**src/rtl/tdc_sample_accum.sv**
```systemverilog
// tdc_sample_accum: accumulates a burst of TDC pop counts into sum/avg/min/max behind a valid/ready handshake
module tdc_sample_accum #(
   parameter int N = 64,
   parameter int LOG2_SAMPLES = 4,
   localparam int CNT_W = $clog2(N) + 1,
   localparam int SUM_W = CNT_W + LOG2_SAMPLES
) (
   input  logic             clk,
   input  logic             rst,
   input  logic             start,
   input  logic             abort,
   input  logic             sample_valid,
   input  logic [CNT_W-1:0] sample,
   output logic             busy,
   output logic             out_valid,
   input  logic             out_ready,
   output logic [SUM_W-1:0] sum_out,
   output logic [CNT_W-1:0] avg_out,
   output logic [CNT_W-1:0] min_out,
   output logic [CNT_W-1:0] max_out,
   output logic             ovr_out
);
   localparam logic [CNT_W-1:0] N_C = CNT_W'(N);
   localparam logic [LOG2_SAMPLES:0] LAST = (LOG2_SAMPLES+1)'((1 << LOG2_SAMPLES) - 1);

   typedef enum logic [1:0] {IDLE, ACCUM, HOLD} state_t;
   state_t state;

   logic [SUM_W-1:0]        acc_sum, nsum;
   logic [CNT_W-1:0]        acc_min, acc_max, clamped, nmin, nmax;
   logic                    acc_ovr, over;
   logic [LOG2_SAMPLES:0]   cnt;

   always_comb begin
      over    = sample > N_C;
      clamped = over ? N_C : sample;
      nsum    = acc_sum + SUM_W'(clamped);
      nmin    = clamped < acc_min ? clamped : acc_min;
      nmax    = clamped > acc_max ? clamped : acc_max;
   end

   always_ff @(posedge clk or negedge rst) begin
      if (!rst) begin
         state     <= IDLE;
         busy      <= 1'b0;
         out_valid <= 1'b0;
         sum_out   <= '0;
         avg_out   <= '0;
         min_out   <= '0;
         max_out   <= '0;
         ovr_out   <= 1'b0;
         acc_sum   <= '0;
         acc_min   <= '0;
         acc_max   <= '0;
         acc_ovr   <= 1'b0;
         cnt       <= '0;
      end else if (abort) begin
         state     <= IDLE;
         busy      <= 1'b0;
         out_valid <= 1'b0;
         acc_sum   <= '0;
         acc_min   <= N_C;
         acc_max   <= '0;
         acc_ovr   <= 1'b0;
         cnt       <= '0;
      end else begin
         case (state)
            IDLE: if (start) begin
               state   <= ACCUM;
               busy    <= 1'b1;
               acc_sum <= '0;
               acc_min <= N_C;
               acc_max <= '0;
               acc_ovr <= 1'b0;
               cnt     <= '0;
            end
            ACCUM: if (sample_valid) begin
               acc_sum <= nsum;
               acc_min <= nmin;
               acc_max <= nmax;
               acc_ovr <= acc_ovr | over;
               cnt     <= cnt + 1'b1;
               if (cnt == LAST) begin
                  // results publish on the same edge that accepts the final sample
                  state     <= HOLD;
                  out_valid <= 1'b1;
                  sum_out   <= nsum;
                  avg_out   <= nsum[SUM_W-1:LOG2_SAMPLES];
                  min_out   <= nmin;
                  max_out   <= nmax;
                  ovr_out   <= acc_ovr | over;
               end
            end
            HOLD: if (out_ready) begin
               state     <= IDLE;
               busy      <= 1'b0;
               out_valid <= 1'b0;
            end
            default: state <= IDLE;
         endcase
      end
   end

`ifdef ASSERT_ON
   localparam logic [SUM_W-1:0] SUM_MAX = SUM_W'(N << LOG2_SAMPLES);
   a_valid_hold: assert property (@(posedge clk) disable iff (!rst) out_valid |-> state == HOLD);
   a_stable: assert property (@(posedge clk) disable iff (!rst)
      out_valid && !out_ready |=> $stable({sum_out, avg_out, min_out, max_out, ovr_out}));
   a_sum_max: assert property (@(posedge clk) disable iff (!rst) sum_out <= SUM_MAX);
`endif
endmodule

```
**config.mk**
```make
export PLATFORM = sky130hd
export DESIGN_NAME = tdc_sample_accum
export DESIGN_NICKNAME = d
export VERILOG_FILES = /design/src/rtl/tdc_sample_accum.sv
export SDC_FILE = /design/constraint.sdc
export NUM_CORES = 1
export LEC_CHECK = 0
export CAP_MARGIN = 20
export CORE_MARGIN = 5
export CORE_UTILIZATION = 52
export CTS_CLUSTER_SIZE = 24
export DETAILED_ROUTE_END_ITERATION = 12
export HOLD_SLACK_MARGIN = 0.12
export PLACE_DENSITY = 0.77
export SLEW_MARGIN = 20
export SYNTH_ARGS = -nofsm -noshare
export SYNTH_HDL_FRONTEND = slang
export SYNTH_SLANG_ARGS = --single-unit
export TNS_END_PERCENT = 50
```
**constraint.sdc**
```tcl
create_clock -name clk -period 5.7 [get_ports clk]
set_input_delay 1.71 -clock clk [delete_from_list [all_inputs] [get_ports clk]]
set_output_delay 1.71 -clock clk [all_outputs]
set_load 0.005 [all_outputs]
```
# ---- After elaboration in Yosys (flattened, before gate mapping)
# Cells that the tools add are included.
dict set report word_totals {
  regBits 68
  output_inout_bits 35
  wordCells 73
}
dict set report classes {
  add_sub_neg 2
  n_lt_le_gt_ge 3
  n_eq_ne 7
  mux 37
  n_bitwise 2
  n_reduce_logical 9
}
# cell n
set op_table {}
lappend op_table {{$mux W7} 9}
lappend op_table {{$mux W11} 3}
lappend op_table {{$pmux W7 S2} 2}
lappend op_table {{$pmux W11 S2} 1}
lappend op_table {{$mux W5} 3}
lappend op_table {{$ne A3 B3 Y1 const B} 4}
lappend op_table {{$reduce_and A4 Y1} 3}
lappend op_table {{$add A11 B7 Y11} 1}
lappend op_table {{$mux W2} 5}
lappend op_table {{$pmux W5 S2} 1}
lappend op_table {{$mux W1} 9}
lappend op_table {{$reduce_bool A3 Y1} 3}
lappend op_table {{$gt A7 B7 Y1} 1}
lappend op_table {{$gt A7 B7 Y1 const B} 1}
lappend op_table {{$lt A7 B7 Y1} 1}
lappend op_table {{$pmux W1 S2} 3}
lappend op_table {{$pmux W2 S3} 1}
lappend op_table {{$reduce_and A3 Y1} 2}
lappend op_table {{$add A5 B1 Y5 const B} 1}
lappend op_table {{$eq A5 B4 Y1 const B} 1}
lappend op_table {{$eq A2 B1 Y1 const B} 1}
lappend op_table {{$eq A2 B2 Y1 const B} 1}
lappend op_table {{$logic_not A2 Y1} 1}
lappend op_table {{$not A1 Y1} 1}
lappend op_table {{$or A1 B1 Y1} 1}

# ---- Logic depth before layout (Yosys ltp)
# Gate-level depths: netlist of run 1.
dict set report depth {
  word_depth 7
  mapped_depth 11
}

# ---- Worst setup path before layout of run 1
# Ideal clock, no wire load.
dict set report synth_path {
  path_kind {input -> register}
  startpoint {input sample[6]}
  endpoint {register acc_sum[10]}
  t_arrival_ns 3.666
  required_ns 5.631
  setup_slack_ns 1.965
  path_stages 11
  n_path_buf 0
  path_cell_list {nand2b_2 > inv_1 > ha_1 > inv_1 > fa_1 > and2b_1 > o31ai_4 > a21oi_4 > o2111ai_2 > or3_1 > nand3_1}
}
dict set report synth_between {
  elab_chain_cells 6
}
# element line
set synth_lines {}
lappend synth_lines {{start: declaration} 13} ;# input logic [CNT_W-1:0] sample,
lappend synth_lines {{$gt A7 B7 Y1} 35} ;# over = sample > N_C;
lappend synth_lines {{$mux W7 (*)} 36} ;# clamped = over ? N_C : sample;
lappend synth_lines {{$add A11 B7 Y11 (*)} 37} ;# nsum = acc_sum + SUM_W'(clamped);
lappend synth_lines {{$mux W11 (*)} 77} ;# ACCUM: if (sample_valid) begin
lappend synth_lines {{$pmux W11 S2 (*)} 67} ;# case (state)
lappend synth_lines {{$mux W11 (*)} 57} ;# end else if (abort) begin
lappend synth_lines {{end signal: assignment} 78} ;# acc_sum <= nsum;
lappend synth_lines {{end: declaration} 29} ;# logic [SUM_W-1:0] acc_sum, nsum;
# Mark *: on every way between the ends. The rest lies on a longest branch, timed or not. The select of a mux whose other input is x is not followed.
# A chain may end at the register's enable or synchronous reset.

# ---- Worst setup path in the final report of run 1
# Ends and elaborated chain as after synthesis.

==> results of run 1 <==
==> worst paths after layout <==
check,end,depth (start not counted)
min,min_out[1]$_DFFE_PN0P_,2
max in group asynchronous,acc_max[2]$_DFFE_PN0P_,2
max reg2reg,acc_sum[10]$_DFFE_PN0P_,9
min reg2reg,min_out[1]$_DFFE_PN0P_,2
max,acc_sum[10]$_DFFE_PN0P_,12
min in group asynchronous,sum_out[10]$_DFFE_PN0P_,2
==> per-stage QoR <==
step	total power, W	setup slack (ns)	hold slack (ns)	utilization [%]
after floorplan	0.000520	1.97	0.450	-
after global placement	0.000558	1.26	0.465	61.4
after detailed placement	0.000561	1.16	0.469	61.4
after CTS	0.000974	1.51	0.484	64.8
after global routing	0.00101	1.32	0.506	64.8
final	0.000967	1.47	0.478	64.8
==> worst max-delay path, delay by kind of cell <==
kind,cells,cell delay (ns)
AO/OA/AOI/OAI,3,0.42
adder cells (fa/ha/maj),2,0.64
buffers and inverters,3,0.76
AND/OR/NAND/NOR,4,0.98
==> per-layer routing <==
metal | share of wire, % | GRT usage (%) | up-vias | wire length (um)
li1 | - | - | 1278 | -
met1 | 46 | 23.7 | 1257 | 3380
met2 | 48 | 30.7 | 43 | 3530
met3 | 3.4 | 5.08 | 14 | 250
met4 | 2.0 | 6.82 | 0 | 147
met5 | 0 | 0 | - | 0
==> cell families after synthesis <==
family | Yosys count | synth area share [%]
buf+inv | 40 | 5.54
flops | 61 | 45.4
mux | 18 | 5.51
compound gates | 97 | 19.9
xor+xnor | 7 | 1.82
simple gates | 92 | 13.1
fa+ha+maj | 23 | 8.78
==> cells in the mapped netlist (2+ instances only) <==
| cell type | count | area share, % |
|---|---|---|
| dfrtp_1 | 61 | 45 |
| nand2_1 | 40 | 4.5 |
| o21ai_0 | 23 | 3.4 |
| ha_1 | 22 | 8.2 |
| inv_1 | 20 | 2.2 |
| a22o_1 | 18 | 4.7 |
| a21oi_1 | 17 | 2.5 |
| nor2_1 | 15 | 1.7 |
| o21ai_1 | 15 | 2.2 |
| mux2i_1 | 14 | 4.2 |
| buf_2 | 8 | 1.2 |
| nand3_1 | 8 | 1.2 |
| buf_4 | 7 | 1.6 |
| nor2b_1 | 7 | 1.3 |
| a21o_1 | 4 | 0.89 |
| clkbuf_1 | 4 | 0.45 |
| mux2_2 | 4 | 1.3 |
| xnor2_1 | 4 | 1.0 |
| a211oi_1 | 3 | 0.67 |
| nand2b_1 | 3 | 0.56 |
| o21bai_1 | 3 | 0.67 |
| xor2_1 | 3 | 0.78 |
| a21oi_4 | 2 | 0.97 |
| and2_1 | 2 | 0.37 |
| and3_1 | 2 | 0.37 |
| nand2_2 | 2 | 0.37 |
| nand4_1 | 2 | 0.37 |
| nor3_1 | 2 | 0.30 |
| nor3_2 | 2 | 0.60 |
| o22ai_1 | 2 | 0.37 |
| o31ai_1 | 2 | 0.45 |
| o31ai_4 | 2 | 1.3 |
| or3_1 | 2 | 0.37 |
==> layout make-up <==
type | count | area share [%]
Clock buffer | 13 | 4.13
Clock inverter | 3 | 1.04
Inverter | 21 | 1.93
Multi-Input combinational cell | 237 | 40.4
Sequential cell | 61 | 37.3
Tap cell | 77 | 2.36
Timing Repair Buffer | 55 | 12.9
==> power breakdown <==
part           internal (W)  total [W]  switching (W)
registers          0.000438   0.000442     0.00000470
logic             0.0000442   0.000111      0.0000664
clock network      0.000237   0.000414       0.000177
total              0.000719   0.000967       0.000248
==> registers in the layout (all words and copies together) (netlist names) <==
register and count:
busy 1, acc_min 7, acc_max 7, acc_sum 11, sum_out 11, max_out 7, state 2, min_out 7
out_valid 1, acc_ovr 1, ovr_out 1, cnt 5
==> results by group, run 1 <==
STA
  – Clk_skew: about 0.007 ns
  – Fin Setup TNS: 0 ns
  – Worst Max-Slew Pin Slew: between 0.7 and 0.8 ns
  – Final worst-path cycle share: about 74%
  – Final setup violating endpoints: 0
  – F_max: between 200 and 250 MHz
  – Slew Limit Headroom: between 40% and 50%
  – RSZ-0062 raised after global routing: no
  – Slew Limit Fails: 0
  – Final Critical Period: 4.23 ns
  – Hold violation count in the final report: 0

Synth
  – FF+latch count, synth: 61
  – Syn. warnings: 0
  – Distinct cells, synth: 46
  – EDFF count, synth: 0
  – Register area share after synthesis: 45.4%
  – Post-synth ARST share: 100%
  – Mean Syn Cell Area: 9.95 um^2
  – Net count after synthesis: between 300 and 400
  – Mapped Area: between 3000 and 4000 um^2
  – Dominant synthesized flop cell: dfrtp_1
  – Syn Inst Count: about 340

Job
  – Max Cap Viol: 0

Floorplanning
  – Die area: just over 8000 um^2
  – Die W: 90.4 um
  – Vert. Die Dim: between 90 and 100 um
  – IO Count: 48
  – Initial Utilization: a little over half
  – Core area: 6310 um^2
  – FP Rows: 29

Placement
  – Placed cells: roughly 450
  – Area after DPL: 3880 um^2
  – IO buf count: 47
  – DP Wirelength: about 5200 um
  – Gpl congestion: around 0.88

Drt
  – Vias: around 2.6k
  – ANT nets after route: 0
  – Drt pass-1 iters: 4
  – Vias per inst: approximately 5.6
  – 1st-iter DRT viols: around 120
  – Final WL: between 7000 and 8000 um
  – DR WL/cell: about 16 um
  – DRC viols: 0

Min path
  – Hold path start: min_out[1]$_DFFE_PN0P_
  – Min-Delay Path Class: flip-flop to flip-flop

Final layout
  – Nets: between 400 and 500
  – Syn-to-layout area delta: 21.6%
  – Register area: 1530 um^2
  – Post-route design area: between 4000 and 5000 um^2
  – FILL cells: around 510
  – Non-filler cells, final: 467
  – Commonest cells after routing, fill and taps aside: 61 x dfrtp_1, 46 x clkdlybuf4s50_1, 40 x nand2_1
  – Area occupied by multi-input gates: between 1500 and 2000 um^2
  – Share of cells above drive strength 1: about a tenth
  – Ant diodes: 0
  – Most common cell after layout, fill and taps aside: dfrtp_1

GRT
  – Total global routing overflow: 0
  – First-pass GRT wire length: ~12000 um
  – Antenna violations before repair: 0
  – Gr usage total: around a fifth
  – Vias in the first global route: 2588
  – Largest net degree at the start of global routing: 62

Clock network
  – # resized after CTS: 0
  – Clock Tree Root: clkbuf_8
  – CTS sink count: between 60 and 70
  – CTS max path bufs: 2
  – Total CTS buffers: 9
  – Worst-Skew Late Latency: between 0.3 and 0.4 ns
  – Cts hold-fix bufs: 0
  – Postcts setup bufs: 0
  – CTS tree: done
  – Htree depth: 3
  – Clock Pin Slew Worst Setup and Hold Paths: roughly 0.070 ns

Critical path
  – CP Launch Type: input port
  – CP Cell Sequence: clkdlybuf4s50_1, nand2b_2, inv_1, ha_1, inv_1, fa_1, and2b_1, o31ai_4, a21oi_4, o2111ai_2, or3_1, nand3_1
  – CP required: between 5 and 6 ns
  – Maximum net fanout on the critical path: 6
  – Setup CP Type: input port to flip-flop
  – Crit path capture type: flip-flop
  – Worst setup startpoint: sample[6]
  – Worst Path Arrival: between 4 and 5 ns
  – Worst path most repeated cell: inv_1
  – RR Startpoint: acc_sum[0]$_DFFE_PN0P_
  – Crit-path slowest cell: clkdlybuf4s50_1
  – R2r setup slk: 3.44 ns
  – Largest stage delay, worst path: approximately 0.53 ns

Power
  – Leak pwr: between 1.5 and 2 nW
  – Pwr/cell area: 236 nW/um^2
  – Peak VDD IR: 0.172 mV

Run status
  – Status: complete, no violations
Note: power is estimated with default switching activity, not from simulation.
==> run 2, diff against run 1 <==
Clock period 5.7 ns to 4.01 ns, I/O delays scaled along.
==> run 2 against run 1 <==
Against the previous run: sequential share of layout area is 0.14 points higher; non-clock buffer count increased by 4; die area is the same; cell count rose by 0.64%; highest routed layer unchanged; flip-flop and latch count did not move; critical path type unchanged; clock-buffer cell count fell by 2; wire length is 1.9% higher; total power increased by 31%; critical endpoint is now acc_max[4]$_DFFE_PN0P_.
==> results by group, run 2 (synthesis gave the netlist of run 1 again) <==
Power
  – Peak VDD IR: 0.238 mV (+38%)
  – Leak pwr: 1.83 nW (-0.24%)
  – Net Switching: 0.000344 W (+39%)
  – Power Internal: 0.000924 W (+28%)
  – Pwr/cell area: 311 nW/um^2 (+32%)
  – Seq pwr share: 49.6% (+3.9 points)
  – Clock share of power: 37.7% (-5.1 points)
  – Sw Ratio: 27.1% (+1.5 points)
  – Comb pwr share: 12.7% (+1.3 points)

Clock network
  – Htree depth: 3 (unchanged)
  – Clock Tree Root: clkbuf_8
  – Clock Pin Slew Worst Setup and Hold Paths: 0.06 ns (about the same)
  – Postcts setup bufs: 0 (unchanged)
  – Total CTS buffers: 9 (unchanged)
  – CTS sink count: 61 (unchanged)
  – CTS max path bufs: 2 (unchanged)
  – CTS tree: done
  – Worst-Skew Late Latency: 0.35 ns (about the same)
  – Cts hold-fix bufs: 0 (unchanged)
  – # resized after CTS: 0 (unchanged)

STA
  – Final Critical Period: around 3.7 ns
  – Final worst slack: 0.338 ns (-1.14 ns)
  – Final setup violating endpoints: 0 (unchanged)
  – Worst Max-Slew Pin Slew: 0.616 ns (-0.161 ns)
  – Clk_skew: 0.00857 ns (+0.00155 ns)
  – Hold violation count in the final report: 0 (unchanged)
  – Slew Limit Fails: 0 (unchanged)
  – Final worst-path cycle share: between 90% and 100%
  – Slew Limit Headroom: 58.7% (+10 points)
  – RSZ-0062 raised after global routing: no
  – Fin Setup TNS: 0 ns (unchanged)
  – Hold_ws: 0.478 ns (-0.0000130 ns)
  – F_max: approximately 270 MHz

Placement
  – DP Wirelength: 5480 um (+5.2%)
  – DP Worst Slack: 0.0362 ns (-1.12 ns)
  – IO buf count: 47 (unchanged)
  – Gpl congestion: 0.889 (+1.3%)

Critical path
  – Maximum net fanout on the critical path: 10 (+4)
  – Setup CP Type: input port to flip-flop
  – CP Launch Type: input port
  – Crit path capture type: flip-flop
  – Reg-to-reg critical path endpoint: acc_sum[10]$_DFFE_PN0P_
  – Worst setup startpoint: sample[6]
  – RR Startpoint: acc_sum[0]$_DFFE_PN0P_
  – Reg2reg path depth: 9 (unchanged)
  – R2r setup slk: 1.82 ns (-1.62 ns)
  – CP required: 4.24 ns (-1.74 ns)
  – Worst Path Arrival: 3.90 ns (-0.61 ns)

Job
  – Max Cap Viol: 0 (unchanged)

Final layout
  – Commonest cells after routing, fill and taps aside: 61 x dfrtp_1, 46 x clkdlybuf4s50_1, 40 x nand2_1
  – Most common cell after layout, fill and taps aside: dfrtp_1
  – Nets: 425 (+0.95%)
  – Syn-to-layout area delta: 21.1%
  – FILL cells: 551 (+9.1%)
  – Share of cells above drive strength 1: 10.9% (+0.69 points)
  – Regs by FF count: acc_sum: 11 flops, sum_out: 11 flops
  – Ant diodes: 0 (unchanged)

Drt
  – DRC viols: 0 (unchanged)
  – Final WL: 7450 um (+1.9%)
  – DR WL/cell: 15.9 um (+1.3%)
  – Drt pass-1 iters: 4 (unchanged)
  – ANT nets after route: 0 (unchanged)
  – 1st-iter DRT viols: 115 (-5.0%)
  – Vias: 2635 (+1.7%)
  – Vias per inst: 5.61 (+1.0%)

GRT
  – Vias in the first global route: 2604 (+0.62%)
  – Gr usage total: 19.1% (+0.40 points)
  – Antenna violations before repair: 0 (unchanged)
  – Largest net degree at the start of global routing: 34 (-45%)
  – First-pass GRT wire length: 12500 um (+1.1%)
  – Total global routing overflow: 0 (unchanged)

Floorplanning
  – Core area: 6310 um^2 (unchanged)
  – Die W: 90.4 um (unchanged)
  – Die area: 8180 um^2 (unchanged)
  – Vert. Die Dim: 90.4 um (unchanged)
  – IO Count: 48 (unchanged)
  – FP Rows: 29 (unchanged)
  – Initial Utilization: 53.3% (unchanged)

Min path
  – End of the worst hold path: min_out[5]$_DFFE_PN0P_
  – Cells on Worst Hold Path: 2 (unchanged)
  – Hold path start: min_out[5]$_DFFE_PN0P_
  – Min-Delay Path Class: flip-flop to flip-flop

Run status
  – Status: complete, no violations
## run 2: changes by cell type in the layout (fill, tap and decap cells not counted), sizes merged
cell / previous run / this run
bufinv: 1 / 0
clkinv: 2 / 3
clkinvlp: 1 / 2
buf: 9 / 13
clkbuf: 13 / 11
## run 2: layout make-up
cell class / count / area (um^2) / area share (%)
Timing Repair Buffer: 59 / 556 / 13.6
Sequential cell: 61 / 1530 / 37.5
Inverter: 21 / 78.8 / 1.93
Clock inverter: 4 / 25.0 / 0.614
Tap cell: 77 / 96.3 / 2.36
Clock buffer: 11 / 141 / 3.47
Multi-Input combinational cell: 237 / 1650 / 40.5
## run 2: power by group through the flow
stage	Combinational, W	Clock (W)	Sequential (W)
2_1_floorplan	0.000101	0	0.000637
3_3_place_gp	0.000158	0	0.000640
3_5_place_dp	0.000161	0	0.000640
4_1_cts	0.000162	0.000489	0.000629
5_1_grt	0.000178	0.000525	0.000629
6_report	0.000161	0.000478	0.000629
## run 2: how the worst max path moves through the flow
stage	depth (start not counted)	slack, ns	to
after floorplan	11	0.78	acc_sum[10]$_DFFE_PN0P_
after global placement	10	0.07	acc_sum[6]$_DFFE_PN0P_
after detailed placement	11	0.04	acc_max[4]$_DFFE_PN0P_
after CTS	11	0.35	acc_max[4]$_DFFE_PN0P_
after global routing	11	0.19	acc_max[4]$_DFFE_PN0P_
final	11	0.34	acc_max[4]$_DFFE_PN0P_
## run 2: routing by layer
| metal | track usage (%) | up-vias | share of wire [%] |
|---|---|---|---|
| met4 | 7.82 | 0 | 1.5 |
| met2 | 31.8 | 63 | 50 |
| met1 | 23.8 | 1278 | 44 |
| met5 | 0 | - | 0 |
| met3 | 4.75 | 11 | 4.5 |
| li1 | - | 1283 | - |
## run 2: worst max-delay path: stages
cell	delay (ns)
clkdlybuf4s50_1	0.58
buf_4	0.22
nand2b_1	0.18
inv_1	0.16
ha_1	0.32
nor2b_1	0.13
o21a_1	0.17
o21bai_1	0.25
and2_1	0.30
nor3_2	0.13
a22o_1	0.26
## run 2: metrics by stage
stage | utilization [%] | total power, W | instance area, um^2 | instances
after floorplan | - | 0.000739 | 3360 | 338
after global placement | 61.9 | 0.000798 | 3910 | 455
after global routing | 64.5 | 0.00133 | 4070 | 470
after CTS | 64.5 | 0.00128 | 4070 | 470
after detailed placement | 61.9 | 0.000801 | 3910 | 455
final | 64.5 | 0.00127 | 4070 | 470
==> run 3, diff against run 2 <==
Settings changed: CORE_UTILIZATION 52 to 40, PLACE_DENSITY 0.77 to 0.62.
Clock period 4.01 ns to 4.45 ns, I/O delays scaled along.
==> run 3 against run 2 <==
Against the previous run: clock power is 2% higher; core utilization is 15 points lower; non-clock buffer count is 4 lower; die area is 26% higher; hold slack better by 0.0016 ns; register-to-register slack better by 0.37 ns; wire length is 3.1% lower; critical path type unchanged; critical endpoint is now acc_sum[10]$_DFFE_PN0P_; largest cell class unchanged; highest routed layer unchanged.
==> results by group, run 3 (synthesis gave the netlist of run 1 again) <==
Run status
  – Status: complete, no violations

Drt
  – Met3 routed WL: 346 um (+3.6%)
  – Top layer in use: met4
  – 1st-iter DRT viols: 109 (-5.2%)
  – ANT nets after route: 0 (unchanged)
  – DRC viols: 0 (unchanged)
  – Final WL: 7220 um (-3.1%)
  – Vias per inst: 5.16 (-8.0%)
  – Met2 routed WL: 3160 um (-16%)
  – Drt pass-1 iters: 4 (unchanged)
  – Met1 Wirelength: 3650 um (+12%)
  – Vias: 2554 (-3.1%)
  – DR WL/cell: 14.6 um (-8.0%)

Final layout
  – Syn-to-layout area delta: 22.2%
  – Share of cells above drive strength 1: 10.3% (-0.69 points)
  – Ant diodes: 0 (unchanged)
  – Nets: 421 (-0.94%)
  – Regs by FF count: acc_sum: 11 flops, sum_out: 11 flops
  – Most common cell after layout, fill and taps aside: dfrtp_1
  – Commonest cells after routing, fill and taps aside: 61 x dfrtp_1, 46 x clkdlybuf4s50_1, 40 x nand2_1

Placement
  – DP Wirelength: 5330 um (-2.8%)
  – IO buf count: 47 (unchanged)
  – DP Worst Slack: 0.144 ns (+0.108 ns)
  – Gpl congestion: 0.833 (-6.4%)

GRT
  – Largest net degree at the start of global routing: 49 (+44%)
  – First-pass GRT wire length: 12700 um (+1.5%)
  – Total global routing overflow: 0 (unchanged)
  – Antenna violations before repair: 0 (unchanged)
  – Vias in the first global route: 2569 (-1.3%)
  – Gr usage total: 15.7% (-3.5 points)

Power
  – Power Internal: 0.000890 W (-3.6%)
  – Sw Ratio: 25.6% (-1.6 points)
  – Pwr/cell area: 291 nW/um^2 (-6.5%)
  – Seq pwr share: 47.4% (-2.2 points)
  – Comb pwr share: 11.8% (-0.9 points)
  – Net Switching: 0.000306 W (-11%)
  – Peak VDD IR: 0.149 mV (-37%)
  – Leak pwr: 1.82 nW (-0.23%)
  – Design Power: 0.00120 W (-5.7%)
  – Clock share of power: 40.8% (+3.1 points)

Critical path
  – CP Launch Type: input port
  – Crit path capture type: flip-flop
  – Maximum net fanout on the critical path: 6 (-4)
  – R2r setup slk: 2.19 ns (+0.37 ns)
  – CP Cell Sequence: clkdlybuf4s50_1, nand2b_2, inv_1, ha_1, inv_1, fa_1, and2b_1, o31ai_4, a21oi_4, o2111ai_2, or3_1, nand3_1
  – CP required: 4.72 ns (+0.48 ns)
  – Worst Path Arrival: 4.22 ns (+0.32 ns)
  – Setup CP Type: input port to flip-flop
  – Crit-path slowest cell: clkdlybuf4s50_1
  – Worst path most repeated cell: inv_1
  – Largest stage delay, worst path: 0.55 ns (-0.03 ns)
  – Reg2reg path depth: 9 (unchanged)

Clock network
  – Clock Pin Slew Worst Setup and Hold Paths: 0.07 ns (about the same)
  – Cts hold-fix bufs: 0 (unchanged)
  – Total CTS buffers: 9 (unchanged)
  – Clock Tree Root: clkbuf_8
  – # resized after CTS: 0 (unchanged)
  – CTS tree: done
  – Postcts setup bufs: 0 (unchanged)
  – Htree depth: 3 (unchanged)
  – Worst-Skew Late Latency: 0.34 ns (about the same)
  – CTS sink count: 61 (unchanged)
  – CTS max path bufs: 2 (unchanged)

STA
  – Clk_skew: 0.00886 ns (+0.000285 ns)
  – Worst Max-Slew Pin Slew: 0.734 ns (+0.118 ns)
  – F_max: ~250 MHz
  – Slew Limit Fails: 0 (unchanged)
  – RSZ-0062 raised after global routing: no
  – Final setup violating endpoints: 0 (unchanged)
  – Slew Limit Headroom: 51.1% (-7.6 points)
  – Fin Setup TNS: 0 ns (unchanged)
  – Final worst slack: 0.500 ns (+0.162 ns)
  – Hold_ws: 0.480 ns (+0.00161 ns)
  – Final worst-path cycle share: around nine tenths
  – Final Critical Period: about 4 ns
  – Hold violation count in the final report: 0 (unchanged)

Floorplanning
  – Die area: 10300 um^2 (+26%)
  – Vert. Die Dim: 102 um (+12%)
  – Initial Utilization: 40.9% (-12 points)
  – Die W: 102 um (+12%)
  – IO Count: 48 (unchanged)
  – Core area: 8220 um^2 (+30%)
  – FP Rows: 33 (+14%)

Min path
  – Min-Delay Path Class: flip-flop to flip-flop
  – Cells on Worst Hold Path: 2 (unchanged)

Job
  – Max Cap Viol: 0 (unchanged)
run 3: changes by cell type in the layout (fill, tap and decap cells not counted):
cell / change
buf_4: -4
bufinv_16: +1
clkbuf_1: +1
clkinvlp_4: -1
nand3_1: -1
nand3_2: +1
run 3: per-stage QoR:
stage | util [%] | instance area, um^2 | instances
2_1_floorplan | - | 3360 | 338
5_1_grt | 50.0 | 4110 | 495
6_report | 50.0 | 4110 | 495
3_3_place_gp | 47.7 | 3920 | 479
3_5_place_dp | 47.7 | 3920 | 479
4_1_cts | 50.0 | 4110 | 495
run 3: area by class of cell:
| type | count | area [um^2] |
|---|---|---|
| fill | 774 | 4110 |
| multi-input combinational | 237 | 1660 |
| sequential | 61 | 1530 |
| timing repair buffer | 55 | 526 |
| clock buffer | 12 | 145 |
| tap | 105 | 131 |
| inverter | 21 | 78.8 |
| clock inverter | 4 | 47.5 |
run 3: final timing paths:
check | from | endpoint
min reg2reg | sum_out[2]$_DFFE_PN0P_ | sum_out[2]$_DFFE_PN0P_
max reg2reg | acc_sum[0]$_DFFE_PN0P_ | acc_sum[10]$_DFFE_PN0P_
min in group asynchronous | rst | acc_sum[1]$_DFFE_PN0P_
max | sample[6] | acc_sum[10]$_DFFE_PN0P_
max in group asynchronous | rst | acc_max[6]$_DFFE_PN0P_
min | sum_out[2]$_DFFE_PN0P_ | sum_out[2]$_DFFE_PN0P_
run 3: power groups by stage:
stage | registers (W) | logic (W) | clock network (W)
final | 0.000566 | 0.000141 | 0.000488
after CTS | 0.000566 | 0.000144 | 0.000503
after global placement | 0.000577 | 0.000141 | 0
after global routing | 0.000567 | 0.000159 | 0.000527
after floorplan | 0.000574 | 0.0000914 | 0
after detailed placement | 0.000577 | 0.000143 | 0
run 3: worst max-delay path: cells and delay by family:
kind	cells	cell delay, ns
simple gates	4	1.00
buf+inv	3	0.80
fa+ha+maj	2	0.66
compound gates	3	0.43
run 3: per-layer routing:
metal  vias to the layer above  track usage [%]
li1                       1278                -
met1                      1215             22.1
met2                        51             23.8
met3                        10             4.61
met4                         0             3.68
met5                         -                0
